`src/rtl/signed_vacc_sat_if.sv`:
```
// Sample/result bundle for signed_vacc_sat.
// master drives samples and control; slave is the accumulator.
interface signed_vacc_sat_if #(
   parameter int DIN_WIDTH     = 16,
   parameter int ACC_WIDTH     = 32,
   parameter int CHANNELS      = 4,
   parameter int ACC_LEN_WIDTH = 16
);
   logic [CHANNELS*DIN_WIDTH-1:0] din;
   logic                          din_valid;
   logic [ACC_LEN_WIDTH-1:0]      acc_len;
   logic                          sync;
   logic [CHANNELS*ACC_WIDTH-1:0] dout;
   logic                          dout_valid;
   logic [CHANNELS-1:0]           ovf;

   modport master (
      output din, din_valid, acc_len, sync,
      input  dout, dout_valid, ovf
   );

   modport slave (
      input  din, din_valid, acc_len, sync,
      output dout, dout_valid, ovf
   );
endinterface

```
`src/rtl/signed_vacc_sat.sv`:
```
// Multi-lane signed frame accumulator with internal frame counter,
// sticky per-lane overflow and optional saturation.
module signed_vacc_sat #(
   parameter int DIN_WIDTH     = 16,
   parameter int ACC_WIDTH     = 32,
   parameter int CHANNELS      = 4,
   parameter int ACC_LEN_WIDTH = 16,
   parameter bit SATURATE      = 1'b1
) (
   input logic              clk,
   input logic              rst,
   signed_vacc_sat_if.slave bus
);
   localparam logic [ACC_LEN_WIDTH-1:0] LEN_ONE = ACC_LEN_WIDTH'(1);

   logic [CHANNELS*DIN_WIDTH-1:0] din_r;
   logic                          vld_r;
   logic                          sync_r;
   logic [ACC_LEN_WIDTH-1:0]      cnt;
   logic [ACC_LEN_WIDTH-1:0]      len_r;
   logic [CHANNELS*ACC_WIDTH-1:0] acc;
   logic [CHANNELS-1:0]           ovf_acc;
   logic [CHANNELS*ACC_WIDTH-1:0] dout_q;
   logic                          dout_valid_q;
   logic [CHANNELS-1:0]           ovf_q;

   logic                          start;
   logic                          last;
   logic [ACC_LEN_WIDTH-1:0]      len_in;
   logic [ACC_LEN_WIDTH-1:0]      len_eff;
   logic [ACC_LEN_WIDTH-1:0]      pos;
   logic [CHANNELS*ACC_WIDTH-1:0] acc_nxt;
   logic [CHANNELS-1:0]           ovf_nxt;

   // A registered sync makes the current sample position 0 and relatches the
   // length, so a frame start uses the live acc_len rather than the old len_r.
   always_comb begin
      start   = sync_r || (cnt == '0);
      len_in  = (bus.acc_len == '0) ? LEN_ONE : bus.acc_len;
      len_eff = start ? len_in : len_r;
      pos     = start ? '0 : cnt;
      last    = (pos == len_eff - LEN_ONE);
   end

   for (genvar k = 0; k < CHANNELS; k++) begin : g_lane
      logic signed [ACC_WIDTH-1:0] base;
      logic signed [ACC_WIDTH-1:0] smp;
      logic signed [ACC_WIDTH:0]   sum;
      logic signed [ACC_WIDTH-1:0] res;
      logic                        lane_ovf;

      always_comb begin
         base     = start ? '0 : $signed(acc[k*ACC_WIDTH +: ACC_WIDTH]);
         smp      = ACC_WIDTH'($signed(din_r[k*DIN_WIDTH +: DIN_WIDTH]));
         sum      = (ACC_WIDTH+1)'(base) + (ACC_WIDTH+1)'(smp);
         lane_ovf = sum[ACC_WIDTH] ^ sum[ACC_WIDTH-1];
         if (lane_ovf && SATURATE)
            res = sum[ACC_WIDTH] ? {1'b1, {(ACC_WIDTH-1){1'b0}}}
                                 : {1'b0, {(ACC_WIDTH-1){1'b1}}};
         else
            res = sum[ACC_WIDTH-1:0];
      end

      assign acc_nxt[k*ACC_WIDTH +: ACC_WIDTH] = res;
      assign ovf_nxt[k] = lane_ovf | (~start & ovf_acc[k]);
   end

   always_ff @(posedge clk) begin
      if (rst) begin
         din_r        <= '0;
         vld_r        <= 1'b0;
         sync_r       <= 1'b0;
         cnt          <= '0;
         len_r        <= LEN_ONE;
         acc          <= '0;
         ovf_acc      <= '0;
         dout_q       <= '0;
         dout_valid_q <= 1'b0;
         ovf_q        <= '0;
      end else begin
         din_r        <= bus.din;
         vld_r        <= bus.din_valid;
         sync_r       <= bus.sync;
         dout_valid_q <= 1'b0;
         if (vld_r) begin
            acc     <= acc_nxt;
            ovf_acc <= ovf_nxt;
            len_r   <= len_eff;
            if (last) begin
               cnt          <= '0;
               dout_q       <= acc_nxt;
               ovf_q        <= ovf_nxt;
               dout_valid_q <= 1'b1;
            end else begin
               cnt <= pos + LEN_ONE;
            end
         end else if (sync_r) begin
            cnt <= '0;
         end
      end
   end

   assign bus.dout       = dout_q;
   assign bus.dout_valid = dout_valid_q;
   assign bus.ovf        = ovf_q;
endmodule

```
`src/flat_wrapper.sv`:
```
// flat-port wrapper written by rule: the top's interface ports become plain ports
module signed_vacc_sat_flat 
#(
   parameter int DIN_WIDTH     = 16,
   parameter int ACC_WIDTH     = 32,
   parameter int CHANNELS      = 4,
   parameter int ACC_LEN_WIDTH = 16,
   parameter bit SATURATE      = 1'b1
)
  (clk, rst, bus_din, bus_din_valid, bus_acc_len, bus_sync, bus_dout, bus_dout_valid, bus_ovf);
  signed_vacc_sat_if #(.DIN_WIDTH(DIN_WIDTH), .ACC_WIDTH(ACC_WIDTH), .CHANNELS(CHANNELS), .ACC_LEN_WIDTH(ACC_LEN_WIDTH)) bus_i ();
  input logic clk;
  input logic rst;
  input wire logic [$bits(bus_i.din)-1:0] bus_din;
  input wire logic [$bits(bus_i.din_valid)-1:0] bus_din_valid;
  input wire logic [$bits(bus_i.acc_len)-1:0] bus_acc_len;
  input wire logic [$bits(bus_i.sync)-1:0] bus_sync;
  output wire logic [$bits(bus_i.dout)-1:0] bus_dout;
  output wire logic [$bits(bus_i.dout_valid)-1:0] bus_dout_valid;
  output wire logic [$bits(bus_i.ovf)-1:0] bus_ovf;
  assign bus_i.din = bus_din;
  assign bus_i.din_valid = bus_din_valid;
  assign bus_i.acc_len = bus_acc_len;
  assign bus_i.sync = bus_sync;
  assign bus_dout = bus_i.dout;
  assign bus_dout_valid = bus_i.dout_valid;
  assign bus_ovf = bus_i.ovf;
  signed_vacc_sat #(.DIN_WIDTH(DIN_WIDTH), .ACC_WIDTH(ACC_WIDTH), .CHANNELS(CHANNELS), .ACC_LEN_WIDTH(ACC_LEN_WIDTH), .SATURATE(SATURATE)) u_core (.clk(clk), .rst(rst), .bus(bus_i));
endmodule
```
`config.mk`:
```
export PLATFORM = sky130hd
export DESIGN_NAME = signed_vacc_sat_flat
export DESIGN_NICKNAME = d
export VERILOG_FILES = /design/src/rtl/signed_vacc_sat_if.sv /design/src/rtl/signed_vacc_sat.sv /design/src/flat_wrapper.sv
export SDC_FILE = /design/constraint.sdc
export NUM_CORES = 1
export LEC_CHECK = 0
export CORE_ASPECT_RATIO = 1.4
export CORE_MARGIN = 4
export CORE_UTILIZATION = 55
export CTS_BUF_LIST = sky130_fd_sc_hd__clkbuf_16
export CTS_CLUSTER_SIZE = 16
export DETAILED_ROUTE_END_ITERATION = 12
export GPL_TIMING_DRIVEN = 0
export MAX_ROUTING_LAYER = met4
export PLACE_DENSITY = 0.77
export SYNTH_ARGS = -nofsm -noshare
export SYNTH_HDL_FRONTEND = slang
export SYNTH_SLANG_ARGS = --single-unit
export TNS_END_PERCENT = 100
```
`constraint.sdc`:
```
create_clock -name clk -period 5.9 [get_ports clk]
set_input_delay 1.18 -clock clk [delete_from_list [all_inputs] [get_ports clk]]
set_output_delay 1.18 -clock clk [all_outputs]
set_load 0.05 [all_outputs]
```
==> impl_metrics.json, run 1 <==
{
  "crit_required_ns": 6.29,
  "io-pin-count": 217,
  "cts_root_buffer": "clkbuf_16",
  "syn_nets": 2783,
  "ctsHoldBuffers": 0,
  "mostFrequentLayoutCell": "dfxtp_1",
  "setup_viol": 0,
  "hpwl_mm": 48.9,
  "core_um2": 38500,
  "clk_latency_ns": 0.54,
  "maxSlewViolCount": 0,
  "tightest_slew_ns": 1.27,
  "start_util": 0.556,
  "drc": 0,
  "synthCells": 2565,
  "place_congestion": 0.962,
  "path_clk_slew_ns": 0.06,
  "rsz0062_at_grt": "no",
  "ys_seq_elements": 363,
  "drtPass1Iterations": 6,
  "r2r_cells": 20,
  "syn_area_per_cell_um2": 8.35,
  "wl_per_cell_um": 19.1,
  "num-nets-final": 3037,
  "drv_cap": 0,
  "clockBufferDepth": 3,
  "ir_worst_vdd_uv": 255,
  "status": "finished clean",
  "worstPathArrival_ns": 5.96,
  "skew_ns": 0.0169,
  "drt-vias-per-instance": 5.89,
  "synthDistinctLibCells": 86,
  "io_buffers": 215,
  "postRouteWirelength_mm": 64.3,
  "cp_slowest_cell": "clkdlybuf4s50_1",
  "post_cts_buffers": 0,
  "cp-startpoint": "bus_acc_len[2]",
  "ff2ff_setup_slack_ns": 0.34,
  "p_leak_nw": 9.91,
  "area_growth_pct": 19.0,
  "final_cell_mix": "dfxtp_1, nor2_1, clkdlybuf4s50_1",
  "gr-total-overflow": 0,
  "die_h_um": 241,
  "grt_pass1_wl_mm": 102,
  "synth_edf_count": 0,
  "yosys_warnings": 0,
  "htree_levels": 2,
  "reg2reg_to": "u_core.bus.dout[23]",
  "final_util": 0.661,
  "vias": 19800,
  "fin_ws_ns": 0.334,
  "grt_start_max_net_pins": 18,
  "drive_gt1_frac": 0.0690,
  "worstPathCellList": "clkdlybuf4s50_1 > nor4_1 > and4_1 > or3_1 > o21ai_0 > ha_1 > or3b_2 > nor4_2 > mux2i_1 > mux2i_1 > a22oi_1 > o22a_2 > nor3b_1 > buf_4 > nor2b_1 > buf_2 > a211oi_1",
  "grt.total_usage": 0.303,
  "crit_path_end": "u_core.bus.dout[96]",
  "drt_iter0_markers": 1312,
  "worstPathMaxFanout": 10,
  "synth_area_um2": 21400,
  "synth_ff_type": "dfxtp_1",
  "tritoncts": "done",
  "die_x_um": 175,
  "final_antenna_net_count": 0,
  "fin_crit_sh": 0.943,
  "slowest_delay_ns": 0.62,
  "worst_setup_path_start_kind": "primary input",
  "hp-class": "register to register",
  "fillCellCount": 3348,
  "dp_slack_ns": -0.589,
  "final-hold-violation-count": 0,
  "fp-row-count": 85,
  "async_flop_share": 0,
  "setup.worst_path.end_class": "register",
  "fin_crit_ns": 5.57,
  "critPathKind": "primary input to register",
  "ys_seq_area_frac": 0.339,
  "power_density_nw_per_um2": 224,
  "max-slew-margin-rel": 0.154,
  "timing.fmax_mhz": 180,
  "cpMostUsedCell": "mux2i_1",
  "antenna_found_initial": 5,
  "reg2reg_from": "u_core.cnt[11]",
  "dieArea_um2": 42200,
  "cts_made_buffers": 37,
  "grt_pass1_vias": 19600,
  "clock_sinks": 363,
  "power_mw": 5.70
}
## metal layers
layer  part of all wire  global-route usage  vias up
met2               0.50               0.535      526
li1                   -                   -     9707
met5                  0                   -        -
met1               0.41               0.349     9449
met3              0.043              0.0351      148
met4              0.043               0.133        0
## per-stage QoR
| step | cell area, um^2 | hold WS, ns | instances | setup TNS (ns) |
|---|---|---|---|---|
| 2_1_floorplan | 21400 | 0.432 | 2565 | 0 |
| 3_3_place_gp | 24200 | 0.453 | 3302 | -30.67 |
| 3_5_place_dp | 24200 | 0.463 | 3302 | -40.40 |
| 4_1_cts | 25400 | 0.477 | 3363 | 0 |
| 5_1_grt | 25500 | 0.493 | 3367 | 0 |
| 6_report | 25500 | 0.477 | 3367 | 0 |
## cells in the mapped netlist, types with 23 or more instances
master	number	area [um^2]
dfxtp_1	363	7270
nor2_1	340	1280
a211oi_1	212	1590
a21oi_1	174	871
nand2_1	170	638
and2_1	131	820
ha_1	130	1630
clkbuf_1	115	432
nor2b_1	92	576
o21ai_0	81	405
xnor2_1	77	674
a21o_1	56	420
inv_1	54	203
a211oi_2	51	638
xor2_1	49	429
nor3_1	42	210
nand3_1	40	200
maj3_1	31	310
nand2b_1	29	181
buf_2	23	115
## worst max-delay path, delay by kind of cell
kind / cells / cell delay (ns)
adders and majority gates: 1 / 0.36
AOI/OAI and AO/OA: 4 / 0.66
muxes: 2 / 0.29
and+or+nand+nor: 7 / 2.23
buffers and inverters: 3 / 1.22
## report_power, final
part	total [mW]	switching, mW	internal [mW]	leakage [nW]
sequential	2.60	0.0573	2.54	2.97
clock	2.35	0.994	1.36	0.583
combinational	0.748	0.459	0.289	6.36
total	5.70	1.51	4.19	9.91
## worst min-delay path by stage
stage / startpoint / to / slack [ns] / cells after the start
detailed placement: u_core.acc[97] / u_core.acc[97] / 0.46 / 2
finish: u_core.acc[96] / u_core.acc[96] / 0.48 / 2
global placement: u_core.acc[96] / u_core.acc[96] / 0.45 / 2
global route: u_core.acc[91] / u_core.acc[91] / 0.49 / 2
CTS: u_core.acc[96] / u_core.acc[96] / 0.48 / 2
floorplan: u_core.ovf_acc[3] / u_core.ovf_acc[3] / 0.43 / 2
## area by class of cell
class | count | area [um^2] | area share
buffer | 154 | 728 | 0.0286
antenna | 4 | 10.0 | 0.000393
clock buffer | 37 | 926 | 0.0364
timing repair buffer | 215 | 2150 | 0.0845
tap | 522 | 653 | 0.0256
clock inverter | 24 | 240 | 0.00943
inverter | 54 | 203 | 0.00796
sequential | 363 | 7270 | 0.285
multi-input combinational | 1994 | 13300 | 0.522
## kinds of logic after synthesis
logic type / after synthesis / share of synthesized area
AO/OA/AOI/OAI: 747 / 0.249
multiplexers: 13 / 0.00620
adder cells (fa/ha/maj): 165 / 0.0942
flip-flops: 363 / 0.339
buffers and inverters: 208 / 0.0424
AND/OR/NAND/NOR: 943 / 0.218
XOR/XNOR: 126 / 0.0515
## sequential cells by signal (all words and copies together) (netlist names)
register and cells:
u_core.acc 128, u_core.bus.dout 128, u_core.din_r 64, u_core.cnt 16, u_core.len_r 16, u_core.bus.ovf 4, u_core.ovf_acc 4, u_core.bus.dout_valid 1
u_core.sync_r 1, u_core.vld_r 1
## repair_timing
item / 4_1_cts / 5_1_grt
pin swaps: 0 / 0
gates resized for setup: 14 / 26
gates cloned: 0 / 0
hold endpoints to repair: 0 / 0
endpoints found under the setup margin: 217 / 248
Note: power is estimated with default switching activity, not from simulation.
==> run 2: changes to the inputs <==
--- a/config.mk
+++ b/config.mk
@@ -9,6 +9,7 @@
 export CORE_MARGIN = 4
 export CORE_UTILIZATION = 55
 export CTS_BUF_LIST = sky130_fd_sc_hd__clkbuf_16
+export CTS_CLUSTER_DIAMETER = 150
 export CTS_CLUSTER_SIZE = 16
 export DETAILED_ROUTE_END_ITERATION = 12
 export GPL_TIMING_DRIVEN = 0
==> run 2 against run 1 <==
Sequential share of layout area increased by 0.56 points. Cell area is 1.9% lower. Die area is the same. Count of clock-buffer cells in the layout is 10 lower. Clock skew rose by 0.011 ns. Register-to-register slack is essentially flat. Setup slack better by 0.0069 ns. Utilization shrank 1.3 points. Clock power shrank 29%. Critical path type unchanged.
==> impl_metrics.json, run 2 (synthesized netlist as in run 1, its figures left out) <==
{
  "critPathKind": "primary input to register",
  "tightest_slew_ns": 1.32,
  "seqPwrFrac": 0.517,
  "placed_area_um2": 24200,
  "combinationalPowerShare": 0.149,
  "wl_per_cell_um": 19.3,
  "status": "finished clean",
  "worstPathArrival_ns": 5.98,
  "setup.worst_path.end_class": "register",
  "ff2ff_setup_slack_ns": 0.35,
  "power.switching_mw": 1.39,
  "hpwl_mm": 48.9,
  "io_buffers": 215,
  "p_leak_nw": 9.68,
  "whs_ns": 0.474,
  "skew_ns": 0.0279,
  "post_cts_buffers": 0,
  "place_congestion": 0.962,
  "die_x_um": 175,
  "stdcell_area_um2": 25000,
  "drc": 0,
  "switching_share": 0.276,
  "final_util": 0.649,
  "internal_power_mw": 3.64,
  "drtPass1Iterations": 6,
  "drt-vias-per-instance": 5.94,
  "hold_start": "u_core.acc[97]",
  "die_h_um": 241,
  "fin_setup_tns_ns": 0,
  "dieArea_um2": 42200,
  "drive_gt1_frac": 0.0627,
  "io-pin-count": 217,
  "num-nets-final": 3026,
  "postRouteWirelength_mm": 64.2,
  "clockPowerShare": 0.334,
  "worstPathMaxFanout": 10,
  "power_mw": 5.02,
  "fp-row-count": 85,
  "reg2reg_from": "u_core.cnt[2]",
  "core_um2": 38500,
  "grt_pass1_vias": 19400,
  "grt_pass1_wl_mm": 102,
  "r2r_cells": 18,
  "tritoncts": "done",
  "htree_levels": 1,
  "path_clk_slew_ns": 0.07,
  "clock_sinks": 363,
  "fin_crit_ns": 5.56,
  "hp-class": "register to register",
  "vias": 19800,
  "setup_viol": 0,
  "cts_made_buffers": 26,
  "crit_required_ns": 6.32,
  "worstHoldEndpoint": "u_core.acc[97]",
  "rsz0062_at_grt": "no",
  "final_antenna_net_count": 0,
  "cts_root_buffer": "clkbuf_16",
  "area_growth_pct": 16.7,
  "antenna_found_initial": 3,
  "worst_setup_path_start_kind": "primary input",
  "reg2reg_to": "u_core.acc[92]",
  "final-hold-violation-count": 0,
  "min_path_cells": 2,
  "mostFrequentLayoutCell": "dfxtp_1",
  "clockBufferDepth": 3,
  "maxSlewViolCount": 0,
  "ir_worst_vdd_uv": 276,
  "cp-startpoint": "bus_acc_len[7]",
  "power_density_nw_per_um2": 201,
  "max-slew-margin-rel": 0.118,
  "drt_iter0_markers": 1387,
  "start_util": 0.556,
  "final_cell_mix": "dfxtp_1, nor2_1, clkdlybuf4s50_1",
  "timing.fmax_mhz": 180,
  "clk_latency_ns": 0.58,
  "grt_start_max_net_pins": 18,
  "fin_crit_sh": 0.942,
  "grt.total_usage": 0.302,
  "drv_cap": 0,
  "gr-total-overflow": 0
}
## run 2: critical path, stage by stage
cell and delay (ns):
clkdlybuf4s50_1 0.53, nor4_2 0.46, and4_1 0.34, or3_1 0.15, o21ai_0 0.14, ha_1 0.35, nor2b_1 0.18, or3_1 0.35
a31oi_1 0.18, o31ai_1 0.11, o31ai_1 0.43, o211ai_1 0.20, nor3b_1 0.22, buf_4 0.27, nor2b_1 0.45, buf_2 0.34
a211oi_1 0.11
## run 2: worst max-delay path by stage
stage,to,slack (ns),cells after the start
2_1_floorplan,u_core.acc[80],1.39,22
3_3_place_gp,u_core.acc[83],-0.44,21
3_5_place_dp,u_core.acc[83],-0.59,21
4_1_cts,u_core.acc[38],0.004,19
5_1_grt,u_core.bus.dout[92],0.001,21
6_report,u_core.bus.dout[96],0.34,17
## run 2: area by class of cell
cell class	instances	area, um^2
diodes	2	5.00
well taps	522	653
inverters	54	203
clock inverters	1	7.51
multi-input cells	1994	13300
plain buffers	154	732
repair buffers	215	2150
clock buffers	27	676
fillers	3382	13500
flip-flops and latches	363	7270
## run 2: timing repair
item / CTS / global route
setup endpoints to repair: 219 / 250
gates resized for setup: 14 / 29
pin swaps: 0 / 0
hold buffers: 0 / 0
## run 2: power by group through the flow
stage	sequential (mW)	clock (mW)	combinational, mW
floorplan	2.63	0	0.503
CTS	2.60	1.71	0.740
finish	2.60	1.68	0.749
global route	2.61	1.78	0.821
global placement	2.65	0	0.721
detailed placement	2.65	0	0.733
## run 2: routing by layer
layer	vias to the layer above	wire, um	global-route usage	part of all wire
met4	0	2610	0.118	0.041
met5	-	0	-	0
met3	129	3130	0.0314	0.049
met2	567	32300	0.540	0.50
met1	9413	26200	0.349	0.41
li1	9667	-	-	-
## run 2: per-stage QoR
step / instances / setup slack, ns
final: 3332 / 0.340
after global routing: 3332 / 0.00134
after CTS: 3330 / 0.00435
after detailed placement: 3302 / -0.589
after global placement: 3302 / -0.445
after floorplan: 2565 / 1.39
